$ cat config.mk
export PLATFORM = sky130hd
export DESIGN_NAME = tree_child_poller
export DESIGN_NICKNAME = d
export VERILOG_FILES = /design/src/rtl/tree_poll_pkg.sv /design/src/rtl/tree_poll_timer.sv /design/src/rtl/tree_child_poller.sv
export SDC_FILE = /design/constraint.sdc
export NUM_CORES = 1
export LEC_CHECK = 0
export ABC_CLOCK_PERIOD_IN_PS = 3300
export CAP_MARGIN = 20
export CORE_ASPECT_RATIO = 1.1
export CORE_MARGIN = 8
export CORE_UTILIZATION = 30
export CTS_BUF_LIST = sky130_fd_sc_hd__clkbuf_16
export CTS_CLUSTER_SIZE = 30
export DETAILED_ROUTE_END_ITERATION = 10
export PLACE_DENSITY_LB_ADDON = 0.15
export SLEW_MARGIN = 0
export SYNTH_ARGS = -nofsm -noshare
export SYNTH_HDL_FRONTEND = slang
export SYNTH_HIERARCHICAL = 1
export SYNTH_SLANG_ARGS = --single-unit
export TNS_END_PERCENT = 50
$ cat constraint.sdc
create_clock -name clk -period 3.3 [get_ports clk]
set_input_delay 0.495 -clock clk [delete_from_list [all_inputs] [get_ports clk]]
set_output_delay 0.495 -clock clk [all_outputs]
set_load 0.03 [all_outputs]
$ cat src/rtl/tree_poll_pkg.sv
// Shared types, defaults and width helper for the tree child poller.
// Latency: none (package only).
// Backpressure: none (package only).
package tree_poll_pkg;

    localparam int DEF_NUM_CHILDREN = 5;
    localparam int DEF_DATA_W       = 8;
    localparam int DEF_TIMEOUT      = 15;

    typedef enum logic [1:0] {
        IDLE   = 2'd0,
        REQ    = 2'd1,
        GAP    = 2'd2,
        REPORT = 2'd3
    } poll_state_e;

    // Width that holds the sum of n words of w bits without overflow.
    function automatic int sum_width(input int n, input int w);
        return w + $clog2(n + 1);
    endfunction

endpackage

$ cat src/rtl/tree_poll_timer.sv
// Loadable down-counter used as the per-child ack timeout.
// Latency: expire reflects the registered count (zero means expired).
// Backpressure: none; load beats clear, clear beats decrement.
module tree_poll_timer #(
    parameter int W = 4
) (
    input  logic         clk,
    input  logic         rst,
    input  logic         load,
    input  logic         clear,
    input  logic         dec,
    input  logic [W-1:0] load_val,
    output logic         expire
);

    logic [W-1:0] cnt;

    // Count down from the loaded value, saturating at zero.
    always_ff @(posedge clk or posedge rst) begin
        if (rst) begin
            cnt <= '0;
        end else if (load) begin
            cnt <= load_val;
        end else if (clear) begin
            cnt <= '0;
        end else if (dec && (cnt != '0)) begin
            cnt <= cnt - W'(1);
        end
    end

    assign expire = (cnt == '0);

endmodule

$ cat src/rtl/tree_child_poller.sv
// Polls NUM_CHILDREN children in index order over req/ack and reports presence, XOR and sum.
// Latency: report valid 1+2*NUM_CHILDREN cycles after start with same-cycle acks; each silent child costs TIMEOUT+1.
// Backpressure: report held stable until rpt_ready_i; starts while busy are dropped. Optional macro TREE_POLL_PARITY_EN.
module tree_child_poller
    import tree_poll_pkg::*;
#(
    parameter  int NUM_CHILDREN = DEF_NUM_CHILDREN,
    parameter  int DATA_W       = DEF_DATA_W,
    parameter  int TIMEOUT      = DEF_TIMEOUT,
    localparam int SUM_W        = sum_width(NUM_CHILDREN, DATA_W)
) (
    input  logic                         clk,
    input  logic                         rst,
    input  logic                         start_i,
    output logic                         busy_o,
    output logic [NUM_CHILDREN-1:0]      child_req_o,
    input  logic [NUM_CHILDREN-1:0]      child_ack_i,
    input  logic [NUM_CHILDREN*DATA_W-1:0] child_data_i,
`ifdef TREE_POLL_PARITY_EN
    input  logic [NUM_CHILDREN-1:0]      child_par_i,
`endif
    output logic                         rpt_valid_o,
    input  logic                         rpt_ready_i,
    output logic [NUM_CHILDREN-1:0]      rpt_present_o,
    output logic [DATA_W-1:0]            rpt_xor_o,
    output logic [SUM_W-1:0]             rpt_sum_o,
    output logic [NUM_CHILDREN-1:0]      rpt_parity_err_o
);

    localparam int IW = (NUM_CHILDREN > 1) ? $clog2(NUM_CHILDREN) : 1;
    localparam int TW = $clog2(TIMEOUT + 1);

    poll_state_e              state;
    logic [IW-1:0]            idx;
    logic [IW-1:0]            next_idx;
    logic                     last_child;
    logic [DATA_W-1:0]        cur_data;
    logic                     cur_ack;
    logic                     tmr_load;
    logic                     tmr_clear;
    logic                     tmr_dec;
    logic                     tmr_expire;

    assign next_idx   = idx + IW'(1);
    assign last_child = (idx == IW'(NUM_CHILDREN - 1));
    assign cur_data   = child_data_i[idx*DATA_W +: DATA_W];
    assign cur_ack    = child_ack_i[idx];

    // The timer is reloaded every time a new child is requested; it only runs in REQ.
    assign tmr_load  = ((state == IDLE) && start_i) || ((state == GAP) && !last_child);
    assign tmr_clear = (state != REQ);
    assign tmr_dec   = (state == REQ);

    tree_poll_timer #(
        .W (TW)
    ) u_timer (
        .clk      (clk),
        .rst      (rst),
        .load     (tmr_load),
        .clear    (tmr_clear),
        .dec      (tmr_dec),
        .load_val (TW'(TIMEOUT - 1)),
        .expire   (tmr_expire)
    );

`ifdef TREE_POLL_PARITY_EN
    logic [NUM_CHILDREN-1:0] par_err;
    assign rpt_parity_err_o = par_err;
`else
    assign rpt_parity_err_o = '0;
`endif

    // Poll sequencer: walks the children, accumulates results, then holds the report.
    always_ff @(posedge clk or posedge rst) begin
        if (rst) begin
            state         <= IDLE;
            idx           <= '0;
            busy_o        <= 1'b0;
            child_req_o   <= '0;
            rpt_valid_o   <= 1'b0;
            rpt_present_o <= '0;
            rpt_xor_o     <= '0;
            rpt_sum_o     <= '0;
`ifdef TREE_POLL_PARITY_EN
            par_err       <= '0;
`endif
        end else begin
            case (state)
                IDLE: begin
                    if (start_i) begin
                        rpt_present_o <= '0;
                        rpt_xor_o     <= '0;
                        rpt_sum_o     <= '0;
`ifdef TREE_POLL_PARITY_EN
                        par_err       <= '0;
`endif
                        idx           <= '0;
                        child_req_o   <= NUM_CHILDREN'(1);
                        busy_o        <= 1'b1;
                        state         <= REQ;
                    end
                end
                REQ: begin
                    // An ack on the timeout edge still counts.
                    if (cur_ack) begin
                        rpt_present_o[idx] <= 1'b1;
                        rpt_xor_o          <= rpt_xor_o ^ cur_data;
                        rpt_sum_o          <= rpt_sum_o + SUM_W'(cur_data);
`ifdef TREE_POLL_PARITY_EN
                        par_err[idx]       <= (^cur_data) ^ child_par_i[idx];
`endif
                        child_req_o        <= '0;
                        state              <= GAP;
                    end else if (tmr_expire) begin
                        child_req_o <= '0;
                        state       <= GAP;
                    end
                end
                GAP: begin
                    if (last_child) begin
                        rpt_valid_o <= 1'b1;
                        state       <= REPORT;
                    end else begin
                        idx         <= next_idx;
                        child_req_o <= NUM_CHILDREN'(1) << next_idx;
                        state       <= REQ;
                    end
                end
                REPORT: begin
                    if (rpt_ready_i) begin
                        rpt_valid_o <= 1'b0;
                        busy_o      <= 1'b0;
                        state       <= IDLE;
                    end
                end
                default: state <= IDLE;
            endcase
        end
    end

endmodule

# Word level (Yosys, flattened, before mapping)
# Cells that the tools add are included.
[word_totals]
ff_bits = 40
latchBits = 0
mem_bits_rw = 0
romBits = 0
mem_count = 0
[classes]
n_addsub = 3
n_mul = 0
n_div = 0
order_cmp = 2
eq_ne = 11
shifts = 2
muxes = 35
n_bitwise = 2
reduce_logical = 21
[op_table]
columns = ["operator", "count"]
rows = [
  ["$shiftx A40 B7 Y8", 1],
  ["$mux W5", 6],
  ["$mux W11", 2],
  ["$pmux W11 S2", 1],
  ["$mux W8", 2],
  ["$pmux W8 S2", 1],
  ["$pmux W5 S3", 1],
  ["$reduce_and A3 Y1", 5],
  ["$mux W4", 3],
  ["$add A11 B8 Y11", 1],
  ["$mux W2", 5],
  ["$ne A2 B2 Y1 const B", 5],
  ["$pmux W5 S2", 1],
  ["$pmux W2 S4", 1],
  ["$reduce_bool A2 Y1", 4],
  ["$xor A8 B8 Y8", 1],
  ["$mux W3", 2],
  ["$pmux W3 S2", 1],
  ["$reduce_bool A3 Y1", 2],
  ["$mux W1", 5],
  ["$or A5 B5 Y5", 1],
  ["$shl A1 B3 Y5 const A", 1],
  ["$eq A2 B2 Y1 const B", 2],
  ["$logic_and A1 B1 Y1", 4],
  ["17 further kinds", 18],
]

# Depth between registers and ports, before layout
[logic_depth]
depth_word = 7
depth_mapped = 12
ltp_nobuf = 10

# By module
# The synthesis kept the hierarchy.
[modules_own_cells]
columns = ["module", "n_inst", "cells_per_inst", "area_each_um2", "seq_area_each_um2"]
rows = [
  ["tree_child_poller", 1, 308, 2819.0, 900.9],
  ["tree_poll_timer", 1, 27, 262.8, 100.1],
]

# Least setup slack after synthesis
# Ideal clock, no wire load.
[synth_path]
path_kind = "register to register"
startpoint = "register idx[0]"
endpoint = "register rpt_sum_o[8]"
setup_time_ns = 0.134
arrival_time_ns = 2.613
path_slack_ns = 0.553
path_stages_with_launch = 13
n_path_buf = 2
synth_period_minus_slack_ns = 2.747
path_cell_list = "dfrtp_1 buf_6 buf_4 mux2i_1 o21ai_0 o21a_1 ha_1 fa_1 a21o_1 a221oi_1 o21ai_0 nand4_1 o211ai_1"
[synth_via]
elab_chain_len = 4
[synth_rtl]
columns = ["element", "line", "rtl"]
rows = [
  ["start: declaration", "tree_child_poller.sv:34", "logic [IW-1:0] idx;"],
  ["start signal: assignment", "tree_child_poller.sv:124", "idx <= next_idx;"],
  ["$shiftx A40 B7 Y8 or $bmux W1 S3 (tied branches)", "tree_child_poller.sv:46, tree_child_poller.sv:47", ""],
  ["$add A11 B8 Y11 or $mux W1 (tied branches)", "tree_child_poller.sv:108, tree_child_poller.sv:47", ""],
  ["$mux W11 or $ne A2 B2 Y1 (tied branches)", "n/a", ""],
  ["$pmux W11 S2 or $reduce_and A3 Y1 (tied branches)", "n/a", ""],
  ["end signal: assignment", "tree_child_poller.sv:108", "rpt_sum_o <= rpt_sum_o + SUM_W'(cur_data);"],
  ["end: declaration", "tree_child_poller.sv:26", "output logic [SUM_W-1:0] rpt_sum_o,"],
]
# Parallel ways exist; a longest one is shown, timed or not. The select of a mux whose other input is x is not followed.
# A chain may end at the register's enable or synchronous reset.

# Final worst setup path
# Ends and elaborated chain as after synthesis.

==> PnR_summary.wiki <==
{| class="wikitable"
! Metric !! Value
|-
| Wire length of the first global-routing pass || between 10000 and 15000 um
|-
| Most common cell after layout, fill and taps aside || clkdlybuf4s50_1
|-
| Relative max-transition margin || 0.580
|-
| Post-route non-filler standard cell count || between 500 and 600
|-
| Top library cells by usage in the layout, fill and taps aside || 79 x clkdlybuf4s50_1, 40 x o21ai_0, 40 x dfrtp_1
|-
| Worst endpoint required time || roughly 3.5 ns
|-
| Placer congestion estimate || 0.851
|-
| Number of nets at the end of the flow || between 400 and 500
|-
| Fraction of final layout cells with drive strength greater than 1 || 0.0706
|-
| Clock tree root buffer cell || clkbuf_16
|-
| Number of iterations in the first detailed-routing pass || 6
|-
| Count of nets left with antenna violations after detail routing || 0
|-
| Clock tree from TritonCTS || built
|-
| Finish-stage setup viols || 0
|-
| Type of the worst setup path || flip-flop to flip-flop
|-
| Minimum clock period after layout || between 2 and 3 ns
|-
| Maximum number of pins on one net before global-route repair || 37
|-
| Overall via count from detail_route || 2763
|-
| YS warnings || 6
|-
| Total congestion overflow after global routing || 0
|-
| Element type at the critical path end || flip-flop
|-
| Post-detailed-routing wire length || 8890 um
|-
| Filler cells || a little under 1000
|-
| Final-report hold violation count || 0
|-
| Startpoint type of the worst setup path || flip-flop
|-
| HPWL after DPL || 6770 um
|-
| M3 GR Usage || 0.0217
|-
| Post-route fraction of the period consumed by the critical path || 0.905
|-
| Leakage power || between 1.5 and 2 nW
|-
| Synth Instances || about 340
|-
| EDFF count, synth || 0
|-
| Top FF cell, synth || dfrtp_1
|-
| Highest achievable clock rate || 0.335 GHz
|-
| Pre-CTS worst setup slack || 0.152 ns
|-
| DIE WIDTH || about 110 um
|-
| Average wire per standard cell || ~17 um
|-
| Area of the placeable core || slightly above 10000 um^2
|-
| Via-per-instance ratio || slightly above 5
|-
| Placed instance area || between 3000 and 4000 um^2
|-
| Transition at the pin with the smallest max-transition slack || roughly 0.63 ns
|-
| Post CTS Setup Buffer Count || 0
|-
| Initial antenna violation count || 0
|-
| Clock latency on the worst-skew pair || about 0.28 ns
|-
| Area of the mapped netlist || between 3000 and 4000 um^2
|-
| GR met1 Demand/Resource || 0.163
|-
| RSZ-0062 raised after global routing || no
|-
| Clock buffer count from CTS || 5
|-
| Slew Viols, Final || 0
|-
| Clock-pin slew on the worst setup and hold paths || about 0.06 ns
|-
| Type of the tightest min-delay check || primary input to async pin
|-
| Cell type contributing the most total cell area after synthesis || dfrtp_1
|-
| Post-cts sizing count || 0
|-
| Maximum vdd ir drop || ~360 uV
|-
| Placement row count || 39
|-
| Iter 0 DRT Violations || 135
|-
| Post-Route Hold Slack || between 0.4 and 0.5 ns
|-
| Antenna cells || 0
|-
| Starting density of the core || 0.302
|-
| Number of remaining DRC errors || 0
|-
| Total negative setup slack || 0 ns
|-
| Worst Slack Setup Final || between 0.3 and 0.4 ns
|-
| Number of H-tree branching levels || 2
|-
| Total Die Area || between 10000 and 15000 um^2
|-
| Final instance area || ~4100 um^2
|-
| Synth top area cells || dfrtp_1 32%, ha_1 8.9%, o21ai_0 6.5%, mux2i_1 5.8%, nand2_1 4.0%
|-
| Sequential-to-total area share from yosys stat || 0.325
|-
| Number of I/O pins || 85
|-
| Die Span Y || roughly 120 um
|-
| Area growth from synthesis to layout || 34.4%
|-
| Arrival time at the worst endpoint || around 3.1 ns
|-
| Max-cap violations || 0
|-
| Run status || finished, final reports clean
|-
| Number of buffers inserted by hold repair at cts || 0
|-
| Highest fanout seen on the critical path || 16
|-
| Portion of synthesized cell area occupied by the leading cell type || 0.325
|-
| Total track usage || 0.126
|-
| PwrDens || 975 nW/um^2
|-
| Mean Syn Cell Area || slightly above 9 um^2
|-
| Worst-case clock buffer depth || 2
|-
| Placed cell count || around 530
|-
| Number of different library cells in the post-synthesis netlist || 58
|-
| Count of state elements after synthesis || 40
|-
| Final clock skew || between 0.006 and 0.007 ns
|-
| Number of buffers inserted by port buffering || between 70 and 80
|-
| Clock Sinks || 40
|-
| Share of synthesized flip-flops with an asynchronous set or reset || 1.00
|-
| Global route hottest layer || met2
|-
| Met2 Resource Use GR || 0.212
|-
| Vias in the first global route || 2708
|}
-- power by group --
part,leakage (nW),switching [mW],total (mW),internal (mW)
clock,0.0850,0.196,0.549,0.353
sequential,0.523,0.203,0.871,0.668
combinational,1.15,1.55,2.62,1.07
-- routing by layer --
metal,up-vias,wire length (um)
met1,1314,4080
met5,-,0
met4,0,73
met2,70,4260
met3,4,480
li1,1375,-
-- synthesized netlist by cell type (2+ instances only) --
| cell type | instances |
|---|---|
| a32o_1 | 2 |
| o221ai_1 | 7 |
| o2111ai_1 | 2 |
| or2_2 | 2 |
| a22oi_1 | 2 |
| a41oi_1 | 5 |
| o31ai_1 | 7 |
| clkbuf_1 | 11 |
| a21oi_1 | 10 |
| nor2b_1 | 2 |
| a21o_1 | 6 |
| o21ai_0 | 40 |
| nor2_1 | 15 |
| dfrtp_1 | 40 |
| nand3b_1 | 14 |
| buf_2 | 5 |
| nand2_1 | 33 |
| mux2i_1 | 18 |
| buf_6 | 2 |
| xor2_1 | 3 |
| mux2_4 | 3 |
| nand2b_1 | 2 |
| buf_4 | 6 |
| nand3_1 | 5 |
| nand4_1 | 2 |
| inv_1 | 15 |
| o211ai_1 | 2 |
| a221oi_1 | 2 |
| a22o_1 | 5 |
| conb_1 | 2 |
| ha_1 | 22 |
| and3_1 | 3 |
| and2_1 | 3 |
| xnor2_1 | 3 |
| o21a_1 | 9 |
| nor3_1 | 3 |
-- critical path, cell delays in order (launching register included) --
cell	delay, ns
dfrtp_1	0.49
buf_12	0.20
mux2i_1	0.18
o21ai_0	0.09
o21a_1	0.24
ha_1	0.22
fa_1	0.42
a21o_1	0.23
a221oi_1	0.39
o21ai_0	0.18
nand4_1	0.12
o211ai_1	0.09
-- cell families after synthesis --
logic type | count (synthesis) | share of synthesized area
simple gates | 88 | 0.147
fa+ha+maj | 23 | 0.0958
xor+xnor | 6 | 0.0171
buf+inv | 41 | 0.0645
other cells | 2 | 0.00244
compound gates | 113 | 0.268
mux | 22 | 0.0804
flops | 40 | 0.325
-- worst paths after layout --
check,start,endpoint,slack [ns],cells after the start
max,idx[0]$_DFFE_PP0P_,rpt_sum_o[8]$_DFFE_PP0P_,0.31,11
min,rst,u_timer/cnt[1]$_DFFE_PP0P_,0.43,2
max reg2reg,idx[0]$_DFFE_PP0P_,rpt_sum_o[8]$_DFFE_PP0P_,0.31,11
min reg2reg,child_req_o[4]$_DFFE_PP0P_,child_req_o[4]$_DFFE_PP0P_,0.51,1
max in group asynchronous,rst,rpt_xor_o[4]$_DFFE_PP0P_,2.29,3
min in group clk,child_req_o[4]$_DFFE_PP0P_,child_req_o[4]$_DFFE_PP0P_,0.51,1
-- stage by stage --
stage          power [mW]   util
2_1_floorplan        2.75      -
3_3_place_gp         3.49  0.390
3_5_place_dp         3.51  0.390
4_1_cts              4.08  0.406
5_1_grt              4.38  0.406
6_report             4.04  0.406
-- final cells by class --
| type | count | area, um^2 | area share |
|---|---|---|---|
| inverter | 16 | 60.1 | 0.0145 |
| multi-input combinational | 261 | 1910 | 0.461 |
| clock inverter | 3 | 38.8 | 0.00936 |
| sequential | 40 | 1000 | 0.242 |
| clock buffer | 5 | 125 | 0.0302 |
| tap | 123 | 154 | 0.0371 |
| timing repair buffer | 86 | 856 | 0.207 |
-- registers in the layout, indices dropped and copies added, names as in the netlist --
register	flops
u_timer/cnt	4
rpt_present_o	5
rpt_sum_o	11
busy_o	1
idx	3
rpt_valid_o	1
child_req_o	5
state	2
rpt_xor_o	8
Note: power is estimated with default switching activity, not from simulation.
